`src/rtl/execute_hazard_ctrl.sv`:
```
// execute_hazard_ctrl: operand forwarding, load-use stall and branch/jump redirect control for the execute stage.
// Optional PERF_COUNTERS_EN macro adds saturating branch/mispredict/stall counters.
module execute_hazard_ctrl #(
   parameter int FWD_STAGES  = 2,
   parameter int LOAD_LAT    = 1,
   parameter int FLUSH_DEPTH = 2
) (
   input  logic                    clk,
   input  logic                    rst_n,
   input  logic [31:0]             inst_execute,
   input  logic                    valid_execute,
   input  logic [32*FWD_STAGES-1:0] inst_older,
   input  logic [FWD_STAGES-1:0]   valid_older,
   input  logic                    br_eq,
   input  logic                    br_lt,
   input  logic                    br_pred_taken,
   input  logic                    bp_en,
   output logic [1:0]              fwd_sel_rs1,
   output logic [1:0]              fwd_sel_rs2,
   output logic                    stall,
   output logic [FLUSH_DEPTH-1:0]  flush,
   output logic [1:0]              pc_sel,
   output logic                    br_taken,
   output logic                    mispredict,
   output logic [31:0]             br_count,
   output logic [31:0]             mispred_count,
   output logic [31:0]             stall_count
);
   localparam logic [6:0] OP_R     = 7'b0110011;
   localparam logic [6:0] OP_I     = 7'b0010011;
   localparam logic [6:0] OP_LOAD  = 7'b0000011;
   localparam logic [6:0] OP_STORE = 7'b0100011;
   localparam logic [6:0] OP_BR    = 7'b1100011;
   localparam logic [6:0] OP_JAL   = 7'b1101111;
   localparam logic [6:0] OP_JALR  = 7'b1100111;
   localparam logic [6:0] OP_SYS   = 7'b1110011;

   typedef enum logic [1:0] {RUN, LSTALL, FLUSH} state_t;

   state_t state, next_state;
   logic [1:0] cnt, cnt_next;
   logic [6:0] op;
   logic [2:0] f3;
   logic [4:0] rs1, rs2;
   logic use_rs1, use_rs2, is_br, is_jump, cond, lu, live, take_pc, rec_pc, br_res;
   logic [1:0] sel1, sel2;
   logic [FWD_STAGES-1:0] prod, ld;
   logic [4:0] rd [FWD_STAGES];
   logic unused_bits;

   assign op      = inst_execute[6:0];
   assign f3      = inst_execute[14:12];
   assign rs1     = inst_execute[19:15];
   assign rs2     = inst_execute[24:20];
   assign use_rs1 = (op inside {OP_R, OP_I, OP_LOAD, OP_STORE, OP_BR, OP_JALR}) || (op == OP_SYS && !f3[2]);
   assign use_rs2 = op inside {OP_R, OP_STORE, OP_BR};
   assign is_br   = op == OP_BR;
   assign is_jump = op == OP_JAL || op == OP_JALR;
   assign live    = rst_n && valid_execute;
   assign unused_bits = ^{inst_execute[31:25], inst_execute[11:7], inst_older};

   for (genvar g = 0; g < FWD_STAGES; g++) begin : g_st
      assign rd[g]   = inst_older[32*g+7 +: 5];
      assign ld[g]   = inst_older[32*g +: 7] == OP_LOAD;
      assign prod[g] = valid_older[g] && inst_older[32*g +: 7] != OP_STORE
                       && inst_older[32*g +: 7] != OP_BR && rd[g] != 5'd0;
   end

   // Scan oldest to youngest so the youngest matching producer wins; a stage-0 load blocks forwarding.
   always_comb begin
      sel1 = 2'd0;
      sel2 = 2'd0;
      for (int k = FWD_STAGES - 1; k >= 0; k--) begin
         if (use_rs1 && prod[k] && rd[k] == rs1) sel1 = (k == 0 && ld[0]) ? 2'd0 : 2'(k + 1);
         if (use_rs2 && prod[k] && rd[k] == rs2) sel2 = (k == 0 && ld[0]) ? 2'd0 : 2'(k + 1);
      end
   end

   assign lu = prod[0] && ld[0] && ((use_rs1 && rd[0] == rs1) || (use_rs2 && rd[0] == rs2));

   assign cond = f3[2] ? (f3[0] ? (br_eq || !br_lt) : (!br_eq && br_lt))
                       : (f3[1] ? 1'b0 : (f3[0] ? !br_eq : br_eq));
   assign take_pc = is_jump || (is_br && cond && !(bp_en && br_pred_taken));
   assign rec_pc  = is_br && bp_en && br_pred_taken && !cond;

   always_ff @(posedge clk or negedge rst_n) begin
      if (!rst_n) begin
         state <= RUN;
         cnt   <= 2'd0;
      end else begin
         state <= next_state;
         cnt   <= cnt_next;
      end
   end

   always_comb begin
      next_state  = state;
      cnt_next    = cnt;
      stall       = 1'b0;
      flush       = '0;
      pc_sel      = 2'd0;
      br_taken    = 1'b0;
      mispredict  = 1'b0;
      fwd_sel_rs1 = 2'd0;
      fwd_sel_rs2 = 2'd0;
      br_res      = 1'b0;
      case (state)
         RUN: if (live) begin
            fwd_sel_rs1 = sel1;
            fwd_sel_rs2 = sel2;
            if (lu) begin
               stall      = 1'b1;
               cnt_next   = 2'(LOAD_LAT - 1);
               next_state = (LOAD_LAT > 1) ? LSTALL : RUN;
            end else begin
               br_res     = is_br;
               br_taken   = is_br && cond;
               mispredict = is_br && bp_en && (cond != br_pred_taken);
               pc_sel     = take_pc ? 2'd1 : rec_pc ? 2'd2 : 2'd0;
               if (take_pc || rec_pc) begin
                  flush      = '1;
                  next_state = FLUSH;
               end
            end
         end
         LSTALL: begin
            stall    = rst_n;
            cnt_next = cnt - 2'd1;
            if (live) begin
               fwd_sel_rs1 = sel1;
               fwd_sel_rs2 = sel2;
            end
            if (cnt <= 2'd1) next_state = RUN;
         end
         default: next_state = RUN;
      endcase
   end

`ifdef PERF_COUNTERS_EN
   always_ff @(posedge clk or negedge rst_n) begin
      if (!rst_n) begin
         br_count      <= 32'd0;
         mispred_count <= 32'd0;
         stall_count   <= 32'd0;
      end else begin
         if (br_res && br_count != '1) br_count <= br_count + 32'd1;
         if (mispredict && mispred_count != '1) mispred_count <= mispred_count + 32'd1;
         if (stall && stall_count != '1) stall_count <= stall_count + 32'd1;
      end
   end
`else
   logic unused_perf;
   assign unused_perf   = br_res;
   assign br_count      = 32'd0;
   assign mispred_count = 32'd0;
   assign stall_count   = 32'd0;
`endif
endmodule

```
`config.mk`:
```
export PLATFORM = sky130hd
export DESIGN_NAME = execute_hazard_ctrl
export DESIGN_NICKNAME = d
export VERILOG_FILES = /design/src/rtl/execute_hazard_ctrl.sv
export SDC_FILE = /design/constraint.sdc
export NUM_CORES = 1
export LEC_CHECK = 0
export CORE_AREA = 2 2 83 85
export CTS_CLUSTER_SIZE = 20
export DETAILED_ROUTE_END_ITERATION = 8
export DIE_AREA = 0 0 85 87
export PLACE_DENSITY = 0.76
export SKIP_CTS_REPAIR_TIMING = 1
export SLEW_MARGIN = 30
export SYNTH_ARGS = -nofsm -noshare
export SYNTH_HDL_FRONTEND = slang
export SYNTH_SLANG_ARGS = --single-unit
export TNS_END_PERCENT = 100
```
`constraint.sdc`:
```
create_clock -name clk -period 2.25 [get_ports clk]
set_input_delay 0.45 -clock clk [delete_from_list [all_inputs] [get_ports clk]]
set_output_delay 0.45 -clock clk [all_outputs]
set_load 0.05 [all_outputs]
```
==> qor.csv, run 1 <==
stage;metric;value;unit
status;run status;finished, violations left;
status;failing checks;negative setup slack;
critical_path;Crit Path Class;in -> out;
drt;vias post-DR;1299;
timing;Peak Freq;397;MHz
timing;final setup fails;11;
floorplan;Die ar.;7400;um^2
cells_and_area;area grow syn2layout;79.0;%
placement;cell total after placement;363;
global_route;number of global-route vias before repair;1170;
cells_and_area;most frequent cells in the layout;96 x conb_1, 43 x buf_4, 29 x dlymetal6s2s_1, 13 x xor2_1;
placement;pre-CTS setup slack;-0.617;ns
floorplan;row cnt;30;
power;Gate power share;97.1;%
floorplan;core box area;6570;um^2
drt;drt wl/cell;10.6;um
synth;register bit total from synthesis;1;
drt;Post-route DRC;0;
power;part of the power in registers;2.9;%
timing;min Tclk post-route;2.52;ns
placement;GPL Wtd Cong;0.734;
cells_and_area;final design area excluding fillers;2450;um^2
power;power per cell area;256;nW/um^2
cells_and_area;final instance count without filler cells;369;
timing;RSZ-0062 raised after global routing;true;
critical_path;Crit Reg-Reg Endpoint;state[1];
critical_path;FF-to-FF Start;state[1];
synth;share of the synthesized area in the top cell type;53.1;%
synth;dominant cell type by area after synthesis;buf_4;
critical_path;CP max FO;4;
cells_and_area;n_diodes;0;
synth;Distinct cells, synth;33;
critical_path;Worst EP required;1.80;ns
timing;final slew viol count;0;
critical_path;Reg2Reg Setup Slack;1.27;ns
power;P_sw;0.000452;W
timing;fin crit share;112;%
synth;Post-Syn Area;1370;um^2
critical_path;Critical Path AT;2.07;ns
drt;First-pass DRT Iterations;3;
placement;Buffers on Ports;62;
synth;syn avg cell area;7.53;um^2
global_route;GRT Residual Overflow;0;
power;Tot Pwr;0.000628;W
critical_path;Startpoint Class;input pin;
floorplan;die height;87;um
hold_path;Hold WC Path Type;reg -> reg;
power;Clock power frac;0;%
timing;Hold Violations, Final;0;
timing;Clock Skew;0;ns
floorplan;initial core utilization;20.9;%
cts;worst skew pair latency;0;ns
cells_and_area;commonest non-fill, non-tap cell in the layout;conb_1;
synth;Synth area leaders;buf_4 53%, xor2_1 8.3%, xnor2_1 6.4%, a211oi_1 2.7%, nor3_1 2.6%;
placement;Placed Area;2150;um^2
cells_and_area;nets;396;
timing;Hold WS;0.657;ns
global_route;first-pass GRT wire length;5290;um
drt;final WL;3910;um
cts;Clock Pin Slew Worst Setup and Hold Paths;0;ns
synth;yosys warns;0;
power;VDD IR-drop max;0.102;mV
job;Max-Cap Viols;0;
cells_and_area;Regs by FF count;state: 1 flops;
critical_path;FF-to-FF path depth;2;
floorplan;I/O pins;212;
placement;post-DP HPWL;3340;um
cells_and_area;max reg flops;1;
global_route;largest net degree at the start of global routing;6;
power;P_int;0.000176;W
hold_path;worst hold path endpoint;state[1];
cells_and_area;share of layout cells above drive strength 1;37.7;%
timing;worst setup margin;-0.272;ns
drt;iteration-0 DRC count of the detailed router;21;
drt;post-route ant nets;0;
drt;vias per cell;3.52;
global_route;initial antenna violation count;0;
power;sw frac;71.9;%
critical_path;Worst setup EP type;output port;
cells_and_area;largest reg by FF count;state;
global_route;GRT Util Overall;8.61;%
floorplan;Die X;85;um
synth;Post-Syn Instances;182;
synth;Seq/Total Area, Yosys;1.82;%
hold_path;HP Start;state[1];
power;leak pwr;1.34;nW
hold_path;hold depth;2;
## metrics by stage
stage               TNS (ns)  utilization (%)
CTS                    -5.91             32.7
floorplan              -1.38                -
global placement       -5.65             32.7
global route           -2.44             37.4
finish                 -1.95             37.4
detailed placement     -5.83             32.7
## metal layers
metal / global-route usage (%) / part of all wire (%) / vias up / wire [um]
met4: 0.433 / 1.1 / 0 / 42
li1: - / - / 628 / -
met3: 1.61 / 10 / 4 / 399
met2: 17.7 / 54 / 86 / 2120
met5: 0 / 0 / - / 0
met1: 9.45 / 34 / 581 / 1350
## power groups by stage
stage	combinational (W)	clock (W)	sequential [W]
final	0.000610	0	0.0000184
after global routing	0.000637	0	0.0000185
after CTS	0.000584	0	0.0000184
after detailed placement	0.000583	0	0.0000184
after global placement	0.000577	0	0.0000184
after floorplan	0.000544	0	0.0000184
## kinds of logic (layout without fill, tap and decap cells)
logic type	Yosys count	count (layout)	synth area share, %
buffers and inverters	97	109	53.1
and+or+nand+nor	45	45	20.3
xor gates and xnor gates	23	23	14.7
AOI/OAI and AO/OA	14	14	9.03
other	1	96	0.273
muxes	1	1	0.730
DFF	1	1	1.82
## final cells by class
| type | count | area [um^2] |
|---|---|---|
| Sequential cell | 1 | 25.0 |
| Tap cell | 80 | 100 |
| Multi-Input combinational cell | 179 | 1220 |
| Timing Repair Buffer | 109 | 1110 |
| Fill cell | 652 | 4110 |
## synthesized netlist by cell type
| cell type | n |
|---|---|
| a211oi_1 | 5 |
| a21bo_2 | 1 |
| a21boi_1 | 1 |
| a21oi_1 | 3 |
| a21oi_4 | 1 |
| a31oi_1 | 1 |
| and2_1 | 1 |
| and3_1 | 1 |
| and3b_1 | 1 |
| and4bb_1 | 1 |
| buf_4 | 97 |
| conb_1 | 1 |
| dfrtp_1 | 1 |
| mux2i_1 | 1 |
| nand2_1 | 8 |
| nand2b_1 | 3 |
| nand3_1 | 3 |
| nand4_1 | 3 |
| nor2_1 | 7 |
| nor3_1 | 7 |
| nor3b_1 | 1 |
| nor4_1 | 2 |
| nor4_2 | 1 |
| nor4_4 | 1 |
| nor4b_1 | 1 |
| o2111ai_2 | 1 |
| o21ai_4 | 1 |
| or2_1 | 1 |
| or4_1 | 1 |
| or4_4 | 1 |
| or4b_4 | 1 |
| xnor2_1 | 10 |
| xor2_1 | 13 |
## worst max-delay path by stage
stage | from | to | slack [ns] | cells past startpoint
6_report | inst_older[9] | br_taken | -0.27 | 9
5_1_grt | inst_older[9] | br_taken | -0.32 | 9
4_1_cts | inst_older[7] | pc_sel[0] | -0.62 | 8
3_5_place_dp | inst_older[7] | pc_sel[0] | -0.62 | 8
3_3_place_gp | inst_execute[2] | pc_sel[0] | -0.58 | 9
2_1_floorplan | inst_older[8] | flush[1] | -0.36 | 6
## critical path: stages
cell     delay, ns
buf_6         0.09
or4_4         0.55
o21ai_4       0.17
or4b_4        0.16
a21oi_4       0.05
buf_12        0.15
buf_12        0.12
nor4_4        0.13
buf_6         0.19
Note: power is estimated with default switching activity, not from simulation.
==> inputs of run 2 (changes only) <==
TNS_END_PERCENT = 50   (was 100)
==> run 2 against run 1 <==
Compared with the run above: the flow still finishes with violations (negative setup slack); combinational power is 1% lower; die area is the same; fmax up 1.6%; first-iteration DRC count fell by 48%; flip-flop and latch count is the same; register-to-register slack about the same; core utilization decreased by 1.2 points; largest cell class unchanged; highest routed layer is now met3.
==> qor.csv, run 2 (synthesis gave the netlist of run 1 again) <==
stage;metric;value;unit;change
global_route;number of global-route vias before repair;1089;;was 1,170
timing;min Tclk post-route;2.48;ns;was 2.52 ns
status;run status;finished, violations left;;unchanged
global_route;largest net degree at the start of global routing;6;;unchanged
global_route;GRT Util Overall;8.49;%;was 8.61%
critical_path;CP max FO;4;;unchanged
cells_and_area;final instance count without filler cells;363;;was 369
timing;worst setup margin;-0.232;ns;was -0.272 ns
global_route;first-pass GRT wire length;5130;um;was 5290 um
power;power per cell area;261;nW/um^2;was 256 nW/um^2
hold_path;Hold WC Path Type;reg -> reg;;unchanged
drt;final WL;3770;um;was 3910 um
job;Max-Cap Viols;0;;unchanged
power;VDD IR-drop max;0.105;mV;was 0.102 mV
drt;vias post-DR;1271;;was 1,299
placement;cell total after placement;361;;was 363
cells_and_area;most frequent cells in the layout;96 x conb_1, 39 x buf_4, 26 x dlymetal6s2s_1, 15 x clkdlybuf4s50_1, 12 x xor2_1;;was 96 x conb_1, 43 x buf_4, 29 x dlymetal6s2s_1, 13 x xor2_1
critical_path;Critical path origin;inst_older[10];;was inst_older[9]
cts;worst skew pair latency;0;ns;about the same
power;Tot Pwr;0.000620;W;was 0.000628 W
timing;Hold WS;0.672;ns;was 0.657 ns
floorplan;I/O pins;212;;unchanged
critical_path;FF-to-FF Start;state[1];;unchanged
critical_path;Startpoint Class;input pin;;unchanged
cts;Clock Pin Slew Worst Setup and Hold Paths;0;ns;about the same
drt;First-pass DRT Iterations;4;;was 3
timing;final setup fails;10;;was 11
floorplan;die height;87;um;unchanged
cells_and_area;n_diodes;0;;unchanged
placement;Buffers on Ports;62;;unchanged
cells_and_area;Regs by FF count;state: 1 flops;;unchanged
drt;Post-route DRC;0;;unchanged
floorplan;Die ar.;7400;um^2;unchanged
drt;drt wl/cell;10.4;um;was 10.6 um
cells_and_area;largest reg by FF count;state;;unchanged
timing;RSZ-0062 raised after global routing;true;;unchanged
placement;pre-CTS setup slack;-0.663;ns;was -0.617 ns
timing;Peak Freq;403;MHz;was 397 MHz
placement;GPL Wtd Cong;0.851;;was 0.734
critical_path;Worst setup EP type;output port;;unchanged
hold_path;hold depth;2;;unchanged
global_route;initial antenna violation count;0;;unchanged
floorplan;initial core utilization;20.9;%;unchanged
cells_and_area;max reg flops;1;;unchanged
critical_path;Critical Path AT;2.03;ns;was 2.07 ns
status;failing checks;negative setup slack;;unchanged
drt;vias per cell;3.50;;was 3.52
cells_and_area;nets;390;;was 396
timing;final slew viol count;0;;unchanged
placement;post-DP HPWL;3350;um;was 3340 um
cells_and_area;share of layout cells above drive strength 1;35.0;%;was 37.7%
drt;iteration-0 DRC count of the detailed router;11;;was 21
timing;Hold Violations, Final;0;;unchanged
cells_and_area;commonest non-fill, non-tap cell in the layout;conb_1;;unchanged
critical_path;Worst EP required;1.80;ns;about the same
global_route;GRT Residual Overflow;0;;unchanged
critical_path;FF-to-FF path depth;2;;unchanged
floorplan;Die X;85;um;unchanged
floorplan;core box area;6570;um^2;unchanged
timing;fin crit share;110;%;was 112%
timing;Clock Skew;0;ns;unchanged
power;leak pwr;1.27;nW;was 1.34 nW
drt;post-route ant nets;0;;unchanged
hold_path;HP Start;state[1];;unchanged
timing;Fin Setup TNS;-1.41;ns;was -1.95 ns
critical_path;Crit Path Class;in -> out;;unchanged
cells_and_area;area grow syn2layout;73.4;%;was 79.0%
floorplan;row cnt;30;;unchanged
[run 2: cell types whose count changed in the layout (fill, tap and decap cells not counted), sizes merged]
| cell | change |
|---|---|
| buf | -6 |
| clkdlybuf4s50 | +3 |
| dlymetal6s2s | -3 |
[run 2: final timing paths]
check / slack [ns] / to
setup reg to reg: 1.27 / state[1]
hold / removal: 0.67 / state[1]
min in group asynchronous: 0.75 / state[1]
max in group asynchronous: 1.42 / state[1]
hold reg to reg: 0.67 / state[1]
setup / recovery: -0.23 / flush[1]
[run 2: through the flow]
stage	utilization (%)	instance area [um^2]
2_1_floorplan	-	1800
3_3_place_gp	32.6	2140
3_5_place_dp	32.6	2140
4_1_cts	32.6	2140
5_1_grt	36.2	2380
6_report	36.2	2380
[run 2: area by class of cell]
type	count	area (um^2)
flip-flops and latches	1	25.0
multi-input cells	179	1200
fillers	670	4190
repair buffers	103	1050
well taps	80	100
[run 2: power breakdown]
| group | switching, W | internal, W |
|---|---|---|
| clock | 0 | 0 |
| combinational | 0.000450 | 0.000152 |
| sequential | 0.0000000751 | 0.0000184 |
| total | 0.000450 | 0.000171 |
[run 2: critical path: stages]
cell and delay (ns):
buf_6 0.09, or4_4 0.54, o21ai_4 0.16, or4b_4 0.15, a21oi_4 0.04, buf_6 0.13
a211oi_4 0.27, buf_12 0.18
[run 2: metal layers]
metal | track usage (%) | part of all wire, % | vias up
met2 | 17.1 | 55 | 90
met5 | 0 | 0 | -
met4 | 0 | 0 | 0
met3 | 1.42 | 10 | 0
li1 | - | - | 616
met1 | 9.85 | 34 | 565
==> inputs of run 3 (changes only) <==
CTS_CLUSTER_SIZE = 40   (was 20)
==> results of run 3 <==
Same layout as run 2: the final DEF is identical, and so are final timing and power.
